`src/rtl/seg_write_arbiter.sv`:
```
// Arbitrates three segment-register write requesters onto one registered write port,
// with a lockable far-transfer owner and an SS-write shadow that briefly holds off interrupts.
module seg_write_arbiter #(
   parameter int unsigned SHADOW_CYCLES = 2
) (
   input  logic        clk,
   input  logic        rst,
   input  logic        req0,
   input  logic [1:0]  sel0,
   input  logic [15:0] data0,
   input  logic        req1,
   input  logic [1:0]  sel1,
   input  logic [15:0] data1,
   input  logic        lock1,
   input  logic        req2,
   input  logic [1:0]  sel2,
   input  logic [15:0] data2,
   output logic        gnt0,
   output logic        gnt1,
   output logic        gnt2,
   output logic        write_en,
   output logic [1:0]  reg_select,
   output logic [15:0] data,
   output logic        locked,
   output logic        ss_shadow
);

   localparam logic [1:0] SEG_SS      = 2'b10;
   localparam logic [3:0] SHADOW_LOAD = 4'(SHADOW_CYCLES);

   typedef enum logic {
      ST_UNLOCKED = 1'b0,
      ST_LOCKED   = 1'b1
   } state_t;

   state_t      r_state;
   state_t      w_state_nxt;
   logic        r_gnt0, r_gnt1, r_gnt2;
   logic        r_write_en;
   logic [1:0]  r_reg_select;
   logic [15:0] r_data;
   logic [3:0]  r_shadow_cnt;
   logic        r_ss_shadow;

   logic        w_elig0, w_elig1, w_elig2;
   logic        w_gnt0, w_gnt1, w_gnt2;
   logic        w_write_en;
   logic [1:0]  w_sel;
   logic [15:0] w_data;
   logic [3:0]  w_shadow_cnt_nxt;

   // A requester that holds req through its own grant cycle is not served twice in a row.
   always_comb begin
      w_elig2 = req2 & ~r_gnt2 & ~r_ss_shadow & (r_state == ST_UNLOCKED);
      w_elig1 = req1 & ~r_gnt1;
      w_elig0 = req0 & ~r_gnt0 & (r_state == ST_UNLOCKED);
   end

   always_comb begin
      w_gnt0      = 1'b0;
      w_gnt1      = 1'b0;
      w_gnt2      = 1'b0;
      w_sel       = r_reg_select;
      w_data      = r_data;
      w_state_nxt = r_state;

      if (w_elig2) begin
         w_gnt2 = 1'b1;
         w_sel  = sel2;
         w_data = data2;
      end else if (w_elig1) begin
         w_gnt1 = 1'b1;
         w_sel  = sel1;
         w_data = data1;
      end else if (w_elig0) begin
         w_gnt0 = 1'b1;
         w_sel  = sel0;
         w_data = data0;
      end
      w_write_en = w_gnt0 | w_gnt1 | w_gnt2;

      case (r_state)
         ST_UNLOCKED: if (w_gnt1 && lock1) w_state_nxt = ST_LOCKED;
         ST_LOCKED:   if (!lock1 && (w_gnt1 || !req1)) w_state_nxt = ST_UNLOCKED;
         default:     w_state_nxt = ST_UNLOCKED;
      endcase

      if (w_write_en && (w_sel == SEG_SS)) begin
         w_shadow_cnt_nxt = SHADOW_LOAD;
      end else if (r_shadow_cnt != 4'd0) begin
         w_shadow_cnt_nxt = r_shadow_cnt - 4'd1;
      end else begin
         w_shadow_cnt_nxt = 4'd0;
      end
   end

   always_ff @(posedge clk or negedge rst) begin
      if (!rst) begin
         r_state      <= ST_UNLOCKED;
         r_gnt0       <= 1'b0;
         r_gnt1       <= 1'b0;
         r_gnt2       <= 1'b0;
         r_write_en   <= 1'b0;
         r_reg_select <= 2'b00;
         r_data       <= 16'h0000;
         r_shadow_cnt <= 4'd0;
         r_ss_shadow  <= 1'b0;
      end else begin
         r_state      <= w_state_nxt;
         r_gnt0       <= w_gnt0;
         r_gnt1       <= w_gnt1;
         r_gnt2       <= w_gnt2;
         r_write_en   <= w_write_en;
         r_reg_select <= w_sel;
         r_data       <= w_data;
         r_shadow_cnt <= w_shadow_cnt_nxt;
         r_ss_shadow  <= (w_shadow_cnt_nxt != 4'd0);
      end
   end

   assign gnt0       = r_gnt0;
   assign gnt1       = r_gnt1;
   assign gnt2       = r_gnt2;
   assign write_en   = r_write_en;
   assign reg_select = r_reg_select;
   assign data       = r_data;
   assign locked     = (r_state == ST_LOCKED);
   assign ss_shadow  = r_ss_shadow;

endmodule

```
`config.mk`:
```
export PLATFORM = sky130hd
export DESIGN_NAME = seg_write_arbiter
export DESIGN_NICKNAME = d
export VERILOG_FILES = /design/src/rtl/seg_write_arbiter.sv
export SDC_FILE = /design/constraint.sdc
export NUM_CORES = 1
export LEC_CHECK = 0
export CORE_MARGIN = 2
export CORE_UTILIZATION = 35
export CTS_CLUSTER_SIZE = 12
export DETAILED_ROUTE_END_ITERATION = 10
export GPL_TIMING_DRIVEN = 0
export PLACE_DENSITY = 0.8
export SLEW_MARGIN = 30
export SYNTH_ARGS = -nofsm -noshare
export SYNTH_HDL_FRONTEND = slang
export SYNTH_SLANG_ARGS = --single-unit
```
`constraint.sdc`:
```
create_clock -name clk -period 5.5 [get_ports clk]
set_clock_uncertainty 0.1 [all_clocks]
set_input_delay 0.825 -clock clk [delete_from_list [all_inputs] [get_ports clk]]
set_output_delay 0.825 -clock clk [all_outputs]
set_load 0.01 [all_outputs]
```
==> reports/summary.txt <==
Synthesized area - 0.001530 sq mm
H-Tree Depth - 1
Area share of and/or/nand/nor cells after synthesis - 30.50%
Post-synth top area share - 45.79%
Worst-case clock buffer depth - 2
FMAX - 383.0 MHz
DRT Wirelength - 4.545 mm
Compound-Gate Fraction of Synth Area - 18.72%
Crit Path Max Fanout - 10
Startpoint types - input port
First-pass GRT wire length - 7.769 mm
Worst min path class - flip-flop to flip-flop
Pwr dens - 414.5 mW/mm^2
Synth cell count leaders - nand2_1 (53), dfrtp_1 (28), nor2_1 (20)
Total global-route track usage - 19.40%
Post-CTS Resized - 0
Rel. slew slack - 58.84%
Largest net degree at the start of global routing - 29
Endpoints failing setup - 0
Sequential element share of the synthesized area - 45.79%
Die height - 70.12 microns
Routability Congestion - 0.8100
Post-Synth XOR/XNOR Area - 0%
Area Growth Syn to Fin - 62.88%
RSZ-0062 raised after global routing - no
CTS root buffer - clkbuf_8
Post-synth EDFFs - 0
Multiplexer area fraction after synthesis - 0%
Period minus WS final - 2611 ps
Area leader, netlist - dfrtp_1
Status - complete, no violations
# Max-Cap Violations - 0
Setup Buffers After CTS - 0
DR iter-0 viols - 57
Starting density of the core - 35.64%
Rows - 24
Die X-Extent - 70.12 microns
Most frequent cell after synthesis - nand2_1
Die ar. - 0.004917 sq mm
Synth area leaders - dfrtp_1 (46%), nand2_1 (13%), o31ai_2 (8.2%)
Syn Inst Count - 175
Yosys cell types - 31
Final max-slew violation count - 0
Worst-Margin Slew - 617.5 ps
Max VDD drop - 0.0002339 V
Cts hold-fix bufs - 0
Synth warn - 0
Initial antenna violation count - 0
Yosys reg bits - 28
Leak - 1.088 nW
Core area - 0.004294 sq mm
Gr ovfl total - 0
DR WL/cell - 14.47 microns
TritonCTS buffer count - 3
Required @ worst endpoint - 5580 ps
CTS Sinks - 28
Net count, final - 323
Final HPWL DP - 3.423 mm
Largest family of logic cells by synthesized area - simple AND/OR/NAND/NOR gates
Share of layout cells above drive strength 1 - 10.31%
Placed Cells incl. Taps - 310
Worst skew pair latency - 270 ps
Worst Setup End Kind - flip-flop
Post-synth ARST share - 100.0%
Via count - 1578
Worst Path Arrival - 2690 ps
Syn nets - 235
Vias in the first global route - 1580
Count of final hold-check violations - 0
IO Pins - 84
Drt pass-1 iters - 4
DRC - 0
Post-route ant nets - 0
Mean Syn Cell Area - 8.744 sq um
CTS tree - done
Cell Count, Final, Fillers Out - 314
WS Path Type - input port to flip-flop
Vias per cell - 5.025
Final period util - 47.48%
I/O Buffers - 83
Clock slew seen by the registers of the worst setup and hold paths - 100 ps
Synth Flop Type - dfrtp_1
Antenna diodes - 0
Adder-Cell Fraction of Synth Area - 0%
Post-route setup TNS - 0 ps
-- path summary, 6_finish.rpt --
path | from | slack (ps) | to | cells after the start
max in group asynchronous | rst | 4430 | data[0]$_DFFE_PN0P_ | 1
min | data[0]$_DFFE_PN0P_ | 390 | data[0]$_DFFE_PN0P_ | 2
min reg2reg | data[0]$_DFFE_PN0P_ | 390 | data[0]$_DFFE_PN0P_ | 2
max reg2reg | gnt1$_DFF_PN0_ | 3530 | data[12]$_DFFE_PN0P_ | 6
max | req1 | 2890 | data[12]$_DFFE_PN0P_ | 7
min in group asynchronous | rst | 460 | data[5]$_DFFE_PN0P_ | 1
-- flip-flops by register name (all words and copies together), names as in the netlist --
register      cells
ss_shadow         1
reg_select        2
gnt0              1
data             16
r_shadow_cnt      4
gnt1              1
gnt2              1
write_en          1
locked            1
-- placed cells by master (no fill, tap or decap) --
cell              n
a211oi_1          1
a21bo_2           1
a21o_1            1
a21oi_1           3
a221o_1           1
a22o_1            1
a22oi_1           1
a31oi_1           1
a41o_4            1
and3_1           16
buf_2             2
buf_4             2
buf_6             2
bufinv_16         1
clkbuf_1          6
clkbuf_8          3
clkdlybuf4s50_1  82
dfrtp_1          28
inv_1             2
inv_2             1
nand2_1          53
nand2b_1          1
nand3_1           3
nor2_1           20
nor2b_1           1
nor3_1            3
nor3_2            1
nor3b_1           1
o21ai_0           3
o31ai_1           7
o31ai_2          10
or3b_2            1
or4b_2            1
or4b_4            1
-- where the power goes --
| part | switching [W] | leakage, nW | internal, W | total, W |
|---|---|---|---|---|
| Combinational | 0.000235 | 0.706 | 0.000288 | 0.000524 |
| Clock | 0.0000641 | 0.0357 | 0.0000973 | 0.000161 |
| Sequential | 0.0000559 | 0.347 | 0.000292 | 0.000348 |
| Total | 0.000356 | 1.09 | 0.000678 | 0.00103 |
-- per-layer routing --
metal  up-vias  track usage, %  routed length [microns]
li1        773               -                        -
met4         0           2.564                       18
met3         2           3.030                      256
met1       749           27.38                     2081
met5         -               0                        0
met2        54           32.38                     2188
-- worst max-delay path: stages --
cell,delay (ps)
clkdlybuf4s50_1,500
nor2b_1,200
buf_2,270
clkbuf_1,410
nand2_1,100
and3_1,180
o31ai_1,210
-- kinds of logic after synthesis --
kind of cell / count (synthesis)
and+or+nand+nor: 102
AOI/OAI and AO/OA: 31
DFF: 28
buffers and inverters: 14
-- stage by stage --
step | instance area [sq um] | util (%) | hold WS [ps] | power, W | setup slack, ps
after floorplan | 1530 | - | 379.8 | 0.0006138 | 3352
final | 2492 | 58.04 | 385.2 | 0.001033 | 2889
after global placement | 2426 | 56.50 | 362.2 | 0.0008697 | 2628
after detailed placement | 2421 | 56.38 | 366.0 | 0.0008795 | 2538
after global routing | 2492 | 58.04 | 419.3 | 0.001102 | 2698
after CTS | 2492 | 58.04 | 388.2 | 0.001041 | 2838
-- final cells by class --
type                    count  area (sq um)
repair buffers             83         825.8
clock inverters             1         30.03
plain buffers              11         65.06
well taps                  52         65.06
fillers                   415          1802
inverters                   3         11.26
clock buffers               3         41.29
flip-flops and latches     28         700.7
multi-input cells         133         753.2
No activity file was read; power rests on OpenSTA's default activity.
